`config.mk`:
```
export PLATFORM = sky130hd
export DESIGN_NAME = cpu_state_tx
export DESIGN_NICKNAME = d
export VERILOG_FILES = /design/src/rtl/cpu_state_tx.sv
export SDC_FILE = /design/constraint.sdc
export NUM_CORES = 1
export LEC_CHECK = 0
export CORE_ASPECT_RATIO = 1.1
export CORE_MARGIN = 3
export CORE_UTILIZATION = 58
export DETAILED_ROUTE_END_ITERATION = 7
export PLACE_DENSITY_LB_ADDON = 0.3
export SLEW_MARGIN = 20
export SYNTH_ARGS = -nofsm -noshare
export SYNTH_HDL_FRONTEND = slang
export SYNTH_SLANG_ARGS = --single-unit
```
`constraint.sdc`:
```
create_clock -name clk -period 7.7 [get_ports clk]
set_input_delay 0.77 -clock clk [delete_from_list [all_inputs] [get_ports clk]]
set_output_delay 0.77 -clock clk [all_outputs]
set_load 0.03 [all_outputs]
```
`src/rtl/cpu_state_tx.sv`:
```
`default_nettype none
// ============================================================================
// Module      : cpu_state_tx
// Description : Snapshots the CPU PC and R0..R7 whenever the PC changes (or
//               on a halt rising edge) and streams each snapshot as a framed
//               byte sequence over a valid/ready byte interface:
//                 sync (A5 / 5A for halt), PC, R0..R7 (big-endian), XOR csum.
// Revision    : 1.0 - initial release
// ============================================================================
module cpu_state_tx #(
  parameter int DATA_W = 32
) (
  input  logic                  clk,
  input  logic                  rst,       // asynchronous, active-low
  input  logic                  en,
  input  logic                  halt,
  input  logic [DATA_W-1:0]     pc,
  input  logic [8*DATA_W-1:0]   regs,
  output logic [7:0]            tx_data,
  output logic                  tx_valid,
  input  logic                  tx_ready,
  output logic                  busy,
  output logic [7:0]            overrun
);

  localparam int c_NB     = DATA_W / 8;
  localparam int c_NPAY   = 9 * c_NB;
  localparam int c_SNAP_W = 9 * DATA_W;
  localparam int c_IDX_W  = $clog2(c_NPAY);

  localparam logic [c_IDX_W-1:0] c_LAST_IDX = c_IDX_W'(c_NPAY - 1);

  localparam logic [7:0] c_SYNC_RUN  = 8'hA5;
  localparam logic [7:0] c_SYNC_HALT = 8'h5A;

  localparam logic [1:0] c_IDLE    = 2'd0;
  localparam logic [1:0] c_SYNC    = 2'd1;
  localparam logic [1:0] c_PAYLOAD = 2'd2;
  localparam logic [1:0] c_CSUM    = 2'd3;

  logic [1:0]          r_state;
  logic                r_first;
  logic [DATA_W-1:0]   r_last_pc;
  logic                r_halt_q;
  logic                r_pending;
  logic                r_pending_halt;
  logic [7:0]          r_overrun;
  logic [c_SNAP_W-1:0] r_snap;
  logic [c_IDX_W-1:0]  r_idx;
  logic [7:0]          r_csum;
  logic [7:0]          r_tx_data;
  logic                r_tx_valid;

  logic                w_halt_rise;
  logic                w_trig;
  logic                w_busy;
  logic                w_capture;
  logic                w_hs;
  logic                w_frame_halt;
  logic [c_SNAP_W-1:0] w_snap_in;

  // Snapshot word order in transmission order: PC in the MSBs, then R0..R7,
  // so the frame can be emitted by shifting out the top byte.
  assign w_snap_in[8*DATA_W +: DATA_W] = pc;

  for (genvar gi = 0; gi < 8; gi++) begin : g_regs
    assign w_snap_in[(7-gi)*DATA_W +: DATA_W] = regs[gi*DATA_W +: DATA_W];
  end

  assign w_halt_rise  = halt & ~r_halt_q;
  assign w_trig       = en & (r_first | (pc != r_last_pc) | w_halt_rise);
  assign w_busy       = (r_state != c_IDLE);
  assign w_capture    = ~w_busy & (w_trig | r_pending);
  assign w_hs         = r_tx_valid & tx_ready;
  // A frame is a halt frame if a halt rise was deferred or arrives right now.
  assign w_frame_halt = r_pending_halt | (w_trig & w_halt_rise);

  assign tx_data  = r_tx_data;
  assign tx_valid = r_tx_valid;
  assign busy     = w_busy;
  assign overrun  = r_overrun;

  // Trigger history: first-frame flag, last seen PC and halt level.
  always_ff @(posedge clk or negedge rst) begin
    if (!rst) begin
      r_first   <= 1'b1;
      r_last_pc <= '0;
      r_halt_q  <= 1'b0;
    end else if (w_trig) begin
      r_first   <= 1'b0;
      r_last_pc <= pc;
      r_halt_q  <= halt;
    end
  end

  // Triggers arriving while busy: coalesce one into pending, count the rest.
  always_ff @(posedge clk or negedge rst) begin
    if (!rst) begin
      r_pending      <= 1'b0;
      r_pending_halt <= 1'b0;
      r_overrun      <= 8'd0;
    end else if (w_busy) begin
      if (w_trig) begin
        if (!r_pending) begin
          r_pending <= 1'b1;
        end else if (r_overrun != 8'hFF) begin
          r_overrun <= r_overrun + 8'd1;
        end
        if (w_halt_rise) begin
          r_pending_halt <= 1'b1;
        end
      end
    end else if (w_capture) begin
      r_pending      <= 1'b0;
      r_pending_halt <= 1'b0;
    end
  end

  // Frame sequencer: capture snapshot, emit sync, payload bytes and checksum.
  always_ff @(posedge clk or negedge rst) begin
    if (!rst) begin
      r_state    <= c_IDLE;
      r_snap     <= '0;
      r_idx      <= '0;
      r_csum     <= 8'd0;
      r_tx_data  <= 8'd0;
      r_tx_valid <= 1'b0;
    end else begin
      case (r_state)
        c_IDLE: begin
          if (w_capture) begin
            r_snap     <= w_snap_in;
            r_idx      <= '0;
            r_csum     <= 8'd0;
            r_tx_data  <= w_frame_halt ? c_SYNC_HALT : c_SYNC_RUN;
            r_tx_valid <= 1'b1;
            r_state    <= c_SYNC;
          end
        end
        c_SYNC: begin
          if (w_hs) begin
            r_tx_data <= r_snap[c_SNAP_W-1 -: 8];
            r_snap    <= r_snap << 8;
            r_state   <= c_PAYLOAD;
          end
        end
        c_PAYLOAD: begin
          if (w_hs) begin
            r_csum <= r_csum ^ r_tx_data;
            if (r_idx == c_LAST_IDX) begin
              // Checksum includes the byte being accepted on this edge.
              r_tx_data <= r_csum ^ r_tx_data;
              r_state   <= c_CSUM;
            end else begin
              r_idx     <= r_idx + 1'b1;
              r_tx_data <= r_snap[c_SNAP_W-1 -: 8];
              r_snap    <= r_snap << 8;
            end
          end
        end
        c_CSUM: begin
          if (w_hs) begin
            r_tx_valid <= 1'b0;
            r_state    <= c_IDLE;
          end
        end
        default: begin
          r_tx_valid <= 1'b0;
          r_state    <= c_IDLE;
        end
      endcase
    end
  end

endmodule
`default_nettype wire

```
==> results of run 1 <==
==> stage by stage <==
stage          hold WS (ps)  area (sq um)  total power, W  setup slack [ps]
6_report                167         22500          0.0110              3900
5_1_grt                 187         22500          0.0117              3730
4_1_cts                 432         22400          0.0111              3870
3_5_place_dp            483         21100         0.00921              3420
3_3_place_gp            460         21100         0.00900              3460
2_1_floorplan           446         17700         0.00807              4880
==> worst paths after layout <==
check | startpoint | endpoint | slack, ps | cells past startpoint
max in group asynchronous | rst | r_snap[95]$_DFFE_PN0P_ | 5750 | 3
min reg2reg | r_last_pc[8]$_DFFE_PN0P_ | r_last_pc[8]$_DFFE_PN0P_ | 500 | 2
min in group clk | r_last_pc[8]$_DFFE_PN0P_ | r_last_pc[8]$_DFFE_PN0P_ | 500 | 2
min | rst | tx_data[4]$_DFFE_PN0P_ | 170 | 1
max reg2reg | r_state[0]$_DFFE_PN0P_ | r_snap[124]$_DFFE_PN0P_ | 4000 | 8
max | pc[28] | r_snap[144]$_DFFE_PN0P_ | 3900 | 8
==> layout by cell type (no fill, tap or decap), types with 2 or more instances in the layout <==
master           instances
a21oi_1                  4
a221o_1                 12
a31oi_1                  9
and3_1                   6
buf_12                   4
buf_4                    6
clkbuf_1                 8
clkbuf_16               41
clkbuf_8                13
clkdlybuf4s50_1        309
clkinv_2                 4
dfrtp_1                356
diode_2                  4
ha_1                     7
inv_1                    7
mux2_2                 579
nand2_1                118
nand3_1                 20
nand4_1                 12
nor2_1                  15
nor2b_1                 10
nor3_1                   8
nor3b_1                 10
nor4_1                   4
o21ai_0                  3
or3_1                    2
xnor2_1                 31
xor2_1                  16
==> cells in the mapped netlist, types with 2 or more instances <==
cell        n
a21oi_1     4
a221o_1    12
a31oi_1     9
and3_1      6
buf_2      10
buf_4      27
clkbuf_1   41
dfrtp_1   356
ha_1        8
inv_1       7
mux2_2    579
nand2_1   118
nand3_1    21
nand4_1    12
nor2_1     15
nor2b_1    10
nor3_1      8
nor3b_1    10
nor4_1      4
o21ai_0     3
or3_1       2
xnor2_1    31
xor2_1     16
==> sequential cells by signal (all words and copies together), names as in the netlist <==
signal          cells
r_idx               6
overrun             8
r_state             2
r_csum              8
tx_data             8
tx_valid            1
r_first             1
r_pending_halt      1
r_pending           1
r_last_pc          32
r_snap            288
r_halt_q            1
==> cell type report <==
cell class	instances	area, sq um	share of cell area
repair buffers	322	3270	0.146
diodes	4	10.0	0.000446
multi-input cells	887	8400	0.374
flip-flops and latches	357	8930	0.398
well taps	408	510	0.0227
inverters	8	30.0	0.00134
clock inverters	6	57.6	0.00256
clock buffers	62	1230	0.0550
==> worst reg2reg max path, cell delays in order (launching register included) <==
cell and delay [ps]:
dfrtp_1 400, inv_1 140, ha_1 260, inv_2 240, a21oi_1 170, a2111oi_1 790
nand3_4 570, buf_12 450, mux2_2 570
==> metal layers <==
layer	global-route usage	vias to the layer above
met5	0	-
met4	0.0855	8
met3	0.0740	94
met2	0.447	364
met1	0.297	5813
li1	-	5336
==> kinds of logic after synthesis <==
| group | Yosys count | synth area share |
|---|---|---|
| muxes | 580 | 0.368 |
| xor gates and xnor gates | 47 | 0.0232 |
| adders and majority gates | 8 | 0.00564 |
| and+or+nand+nor | 211 | 0.0548 |
| DFF | 357 | 0.504 |
| AOI/OAI and AO/OA | 41 | 0.0200 |
| buffers and inverters | 86 | 0.0246 |
==> where the power goes <==
group	internal (W)	switching, W
clock network	0.00113	0.000728
registers	0.00285	0.000526
logic	0.00345	0.00236
==> results.sh, run 1 <==
export IMPL_clock_skew_final_ps=11.7
export IMPL_synth_top_flop_cell="dfrtp_1"
export IMPL_largest_vdd_supply_drop_mv=0.476
export IMPL_core_area_sq_mm=0.0299
export IMPL_synth_ff_latch_count=357
export IMPL_worst_endpoint_required_ps=8090
export IMPL_path_clk_slew_ps=60
export IMPL_cts_repair_resized=0
export IMPL_synth_avg_cell_area_sq_um=13.3
export IMPL_post_cts_repair_setup_buffers=0
export IMPL_wire_per_inst_microns=20.3
export IMPL_crit_arrival_ps=4200
export IMPL_timing_final_setup_violations=0
export IMPL_num_vias=11600
export IMPL_cp_cell_sequence="clkdlybuf4s50_1 -> xor2_1 -> or3_1 -> nor4_1 -> nand4_1 -> nand3_4 -> buf_4 -> mux2_2"
export IMPL_portion_of_the_post_synthesis_area_used_by_sequential_elements=0.504
export IMPL_cp_endpoint_kind="flop"
export IMPL_wirelength_met1_microns=15700
export IMPL_cellPowerDensity_mw_per_mm2=492
export IMPL_max_freq_ghz=0.263
export IMPL_synthArstFlopShare=1.00
export IMPL_portBuffers=310
export IMPL_max_cap_violations=0
export IMPL_clk_insertion_delay_late_ps=510
export IMPL_ant_nets_after_route=0
export IMPL_dpl_hpwl_microns=28700
export IMPL_initial_util=0.593
export IMPL_die_height_microns=189
export IMPL_rsz0062_at_grt="false"
export IMPL_critical_path_startpoint_type="input pin"
export IMPL_flow_area_growth_from_synthesis_pct=26.6
export IMPL_ys_top_cells_by_area="dfrtp_1 (50%), mux2_2 (37%), nand2_1 (2.5%), xnor2_1 (1.5%), buf_4 (1.1%)"
export IMPL_antenna_violations_before_repair=8
export IMPL_worstPathMaxFanout=53
export IMPL_fp_dieW_microns=173
export IMPL_met3_wirelength_microns=3080
export IMPL_floorplan_io_pins=311
export IMPL_cts_htree_levels=2
export IMPL_total_global_route_track_usage=0.253
export IMPL_drt_first_pass_iters=5
export IMPL_cpMaxStageDelayCell="buf_4"
export IMPL_synth_edff_count=0
export IMPL_largest_net_degree_at_the_start_of_global_routing=189
export IMPL_hold_path_class="input pin to async pin"
export IMPL_clock_sinks=357
export IMPL_final_net_count=1915
export IMPL_post_cts_hold_buffer_count=0
export IMPL_cts_made_buffers=38
export IMPL_cts_tree="yes"
export IMPL_gr_total_overflow=0
export IMPL_route_detailed_drc=0
export IMPL_cp_num_buf_inv=2
export IMPL_min_tclk_post_route_ps=3800
export IMPL_fin_crit_sh=0.494
export IMPL_post_synth_instance_area_sq_mm=0.0177
export IMPL_top_signal_layer_used="met5"
export IMPL_synth_top_area_cell="dfrtp_1"
export IMPL_timing_slew_headroom=0.321
export IMPL_wl_met2_microns=21500
export IMPL_ys_types=44
export IMPL_family_with_the_most_delay_on_the_worst_path="simple AND/OR/NAND/NOR gates"
export IMPL_routed_via_density=5.65
export IMPL_drive_above_1_share=0.403
export IMPL_fill_cells=1988
export IMPL_first_iter_violations=830
export IMPL_num_rows=66
export IMPL_totalWireLength_microns=41700
export IMPL_outcome="finished clean"
export IMPL_post_synth_inst_count=1330
export IMPL_cts_root_buffer_cell="clkbuf_16"
export IMPL_clock_path_buffers=3
export IMPL_final_core_occ=0.751
export IMPL_wire_length_of_the_first_global_routing_pass_microns=66500
export IMPL_setup_tns_final_ps=0
export IMPL_final_hold_viol_count=0
export IMPL_grt_pass1_vias=12500
export IMPL_ys_warn_count=0
export IMPL_setup_worst_path_class="input pin to flop"
export IMPL_fp_dieArea_sq_mm=0.0327
export IMPL_instances_no_fill=2054
export IMPL_worstMarginPinSlew_ps=1020
export IMPL_total_leakage_power_nw=9.32
export IMPL_placed_cells=1981
export IMPL_report_final_slew_viol_count=0
export IMPL_cpPeakStageDelay_ps=650
export IMPL_area_share_of_the_leading_cell_type_in_the_synthesized_netlist=0.502
export IMPL_postSynthNetCount=1631
export IMPL_routability_congestion_estimate=0.874
Note: power is estimated with default switching activity, not from simulation.
==> run 2, diff against run 1 <==
CORE_UTILIZATION = 54   (was 58)
clock period = 3.9 ns   (was 7.7 ns; I/O delays follow)
==> results.sh, run 2 (synthesis results as in run 1) <==
export IMPL_outcome="finished, violations left"
export IMPL_violated_checks="negative hold slack"
export IMPL_cp_num_cells=8
export IMPL_setup_worst_path_class="flop to flop"
export IMPL_timing_final_setup_violations=0
export IMPL_max_freq_ghz=0.337
export IMPL_cellPowerDensity_mw_per_mm2=984
export IMPL_setup_tns_final_ps=0
export IMPL_critical_path_startpoint_type="flop"
export IMPL_core_area_sq_mm=0.0319
export IMPL_largest_vdd_supply_drop_mv=0.526
export IMPL_cp_num_buf_inv=3
export IMPL_max_ffs_per_register=288
export IMPL_fp_dieW_microns=179
export IMPL_worst_endpoint_required_ps=4290
export IMPL_post_cts_hold_buffer_count=0
export IMPL_reg2reg_from="r_state[0]$_DFFE_PN0P_"
export IMPL_rsz0062_at_grt="false"
export IMPL_total_leakage_power_nw=9.46
export IMPL_top_register="r_snap"
export IMPL_clock_skew_final_ps=15.9
export IMPL_largest_net_degree_at_the_start_of_global_routing=117
export IMPL_drive_above_1_share=0.409
export IMPL_layout_cells_most_common_list="mux2_2 (579), dfrtp_1 (356), clkdlybuf4s50_1 (309)"
export IMPL_r2r_end="r_snap[188]$_DFFE_PN0P_"
export IMPL_final_net_count=1937
export IMPL_clk_insertion_delay_late_ps=510
export IMPL_family_with_the_most_delay_on_the_worst_path="simple AND/OR/NAND/NOR gates"
export IMPL_wire_per_inst_microns=20.5
export IMPL_final_common_cell="mux2_2"
export IMPL_met3_usage=0.0699
export IMPL_cts_tree="yes"
export IMPL_worstMarginPinSlew_ps=942
export IMPL_flow_area_growth_from_synthesis_pct=28.2
export IMPL_max_cap_violations=0
export IMPL_grt_pass1_vias=12700
export IMPL_worst_setup_path_startpoint="r_state[0]$_DFFE_PN0P_"
export IMPL_clock_sinks=357
export IMPL_num_rows=68
export IMPL_dpl_hpwl_microns=30900
export IMPL_total_global_route_track_usage=0.242
export IMPL_route_detailed_drc=0
export IMPL_cp_endpoint_kind="flop"
export IMPL_fp_dieArea_sq_mm=0.0351
export IMPL_cp_cell_sequence="inv_1 -> ha_4 -> inv_1 -> nor2_1 -> nand4_1 -> nand3_4 -> buf_4 -> mux2_2"
export IMPL_wire_length_of_the_first_global_routing_pass_microns=67200
export IMPL_met1_usage=0.272
export IMPL_ant_nets_after_route=0
export IMPL_cpPeakStageDelay_ps=440
export IMPL_final_hold_viol_count=21
export IMPL_gr_total_overflow=0
export IMPL_floorplan_io_pins=311
export IMPL_final_hold_worst_slack_ps=-42.3
export IMPL_largest_registers="r_snap (288), r_last_pc (32)"
export IMPL_cts_made_buffers=39
export IMPL_final_core_occ=0.713
export IMPL_cts_htree_levels=2
export IMPL_top_usage_layer="met2"
export IMPL_first_iter_violations=470
export IMPL_cts_repair_resized=0
export IMPL_clock_path_buffers=3
export IMPL_finalInstanceArea_sq_mm=0.0227
export IMPL_antenna_violations_before_repair=11
export IMPL_worstPathMaxFanout=32
export IMPL_drt_first_pass_iters=5
export IMPL_min_tclk_post_route_ps=2970
export IMPL_fin_crit_sh=0.761
export IMPL_cts_root_buffer_cell="clkbuf_16"
export IMPL_initial_util=0.556
export IMPL_num_vias=11700
export IMPL_die_height_microns=196
export IMPL_routability_congestion_estimate=0.887
export IMPL_report_final_slew_viol_count=0
export IMPL_hold_path_class="input pin to async pin"
export IMPL_post_cts_repair_setup_buffers=0
export IMPL_postPlaceCellArea_sq_mm=0.0215
export IMPL_gr_usage_met2=0.433
export IMPL_reg2regPathDepth=8
export IMPL_cpMaxStageDelayCell="buf_4"
export IMPL_crit_arrival_ps=3360
export IMPL_r2r_slack_ps=930
export IMPL_timing_slew_headroom=0.372
export IMPL_total_power_w=0.0224
export IMPL_worstSetupEndpoint="r_snap[188]$_DFFE_PN0P_"
export IMPL_totalWireLength_microns=42900
export IMPL_crit_top_cell="inv_1"
export IMPL_path_clk_slew_ps=60
export IMPL_routed_via_density=5.61
export IMPL_portBuffers=310
-- run 2: changes by cell type in the layout (fill, tap and decap cells not counted), sizes merged --
cell	before	now
clkinvlp	1	0
clkbuf	62	57
buf	13	34
diode	4	7
clkinv	4	10
bufinv	1	2
-- run 2: worst register-to-register path, cell delays in order (launching register included) --
cell     delay, ps
dfrtp_1        410
inv_1          170
ha_4           210
inv_1          110
nor2_1         330
nand4_1        380
nand3_4        400
buf_4          450
mux2_2         400
-- run 2: how the worst min path moves through the flow --
stage	from	endpoint	slack, ps
finish	rst	tx_data[4]$_DFFE_PN0P_	-40
floorplan	rst	overrun[0]$_DFFE_PN0P_	90
global route	rst	tx_data[4]$_DFFE_PN0P_	30
CTS	rst	tx_data[4]$_DFFE_PN0P_	20
detailed placement	r_halt_q$_DFFE_PN0P_	r_halt_q$_DFFE_PN0P_	480
global placement	r_halt_q$_DFFE_PN0P_	r_halt_q$_DFFE_PN0P_	460
-- run 2: area by class of cell --
| class | count | area (sq um) |
|---|---|---|
| Antenna cell | 7 | 17.5 |
| Inverter | 8 | 30.0 |
| Sequential cell | 357 | 8930 |
| Clock buffer | 57 | 1140 |
| Multi-Input combinational cell | 887 | 8400 |
| Fill cell | 2248 | 9170 |
| Timing Repair Buffer | 343 | 3580 |
| Clock inverter | 12 | 110 |
| Tap cell | 420 | 526 |
-- run 2: power by group --
group,internal [W],switching (W),total (W)
registers,0.00563,0.00105,0.00667
logic,0.00728,0.00481,0.0121
clock network,0.00215,0.00145,0.00360
-- run 2: per-layer routing --
metal / routed length (microns) / part of all wire
met5: 32 / 0.00075
met4: 1480 / 0.035
met3: 3000 / 0.070
met2: 22600 / 0.53
met1: 15800 / 0.37
-- run 2: stage by stage --
stage / instances / setup slack (ps)
after floorplan: 1330 / 1310
after global placement: 2015 / 537
after detailed placement: 2015 / 504
after CTS: 2084 / 927
after global routing: 2091 / 783
final: 2091 / 931
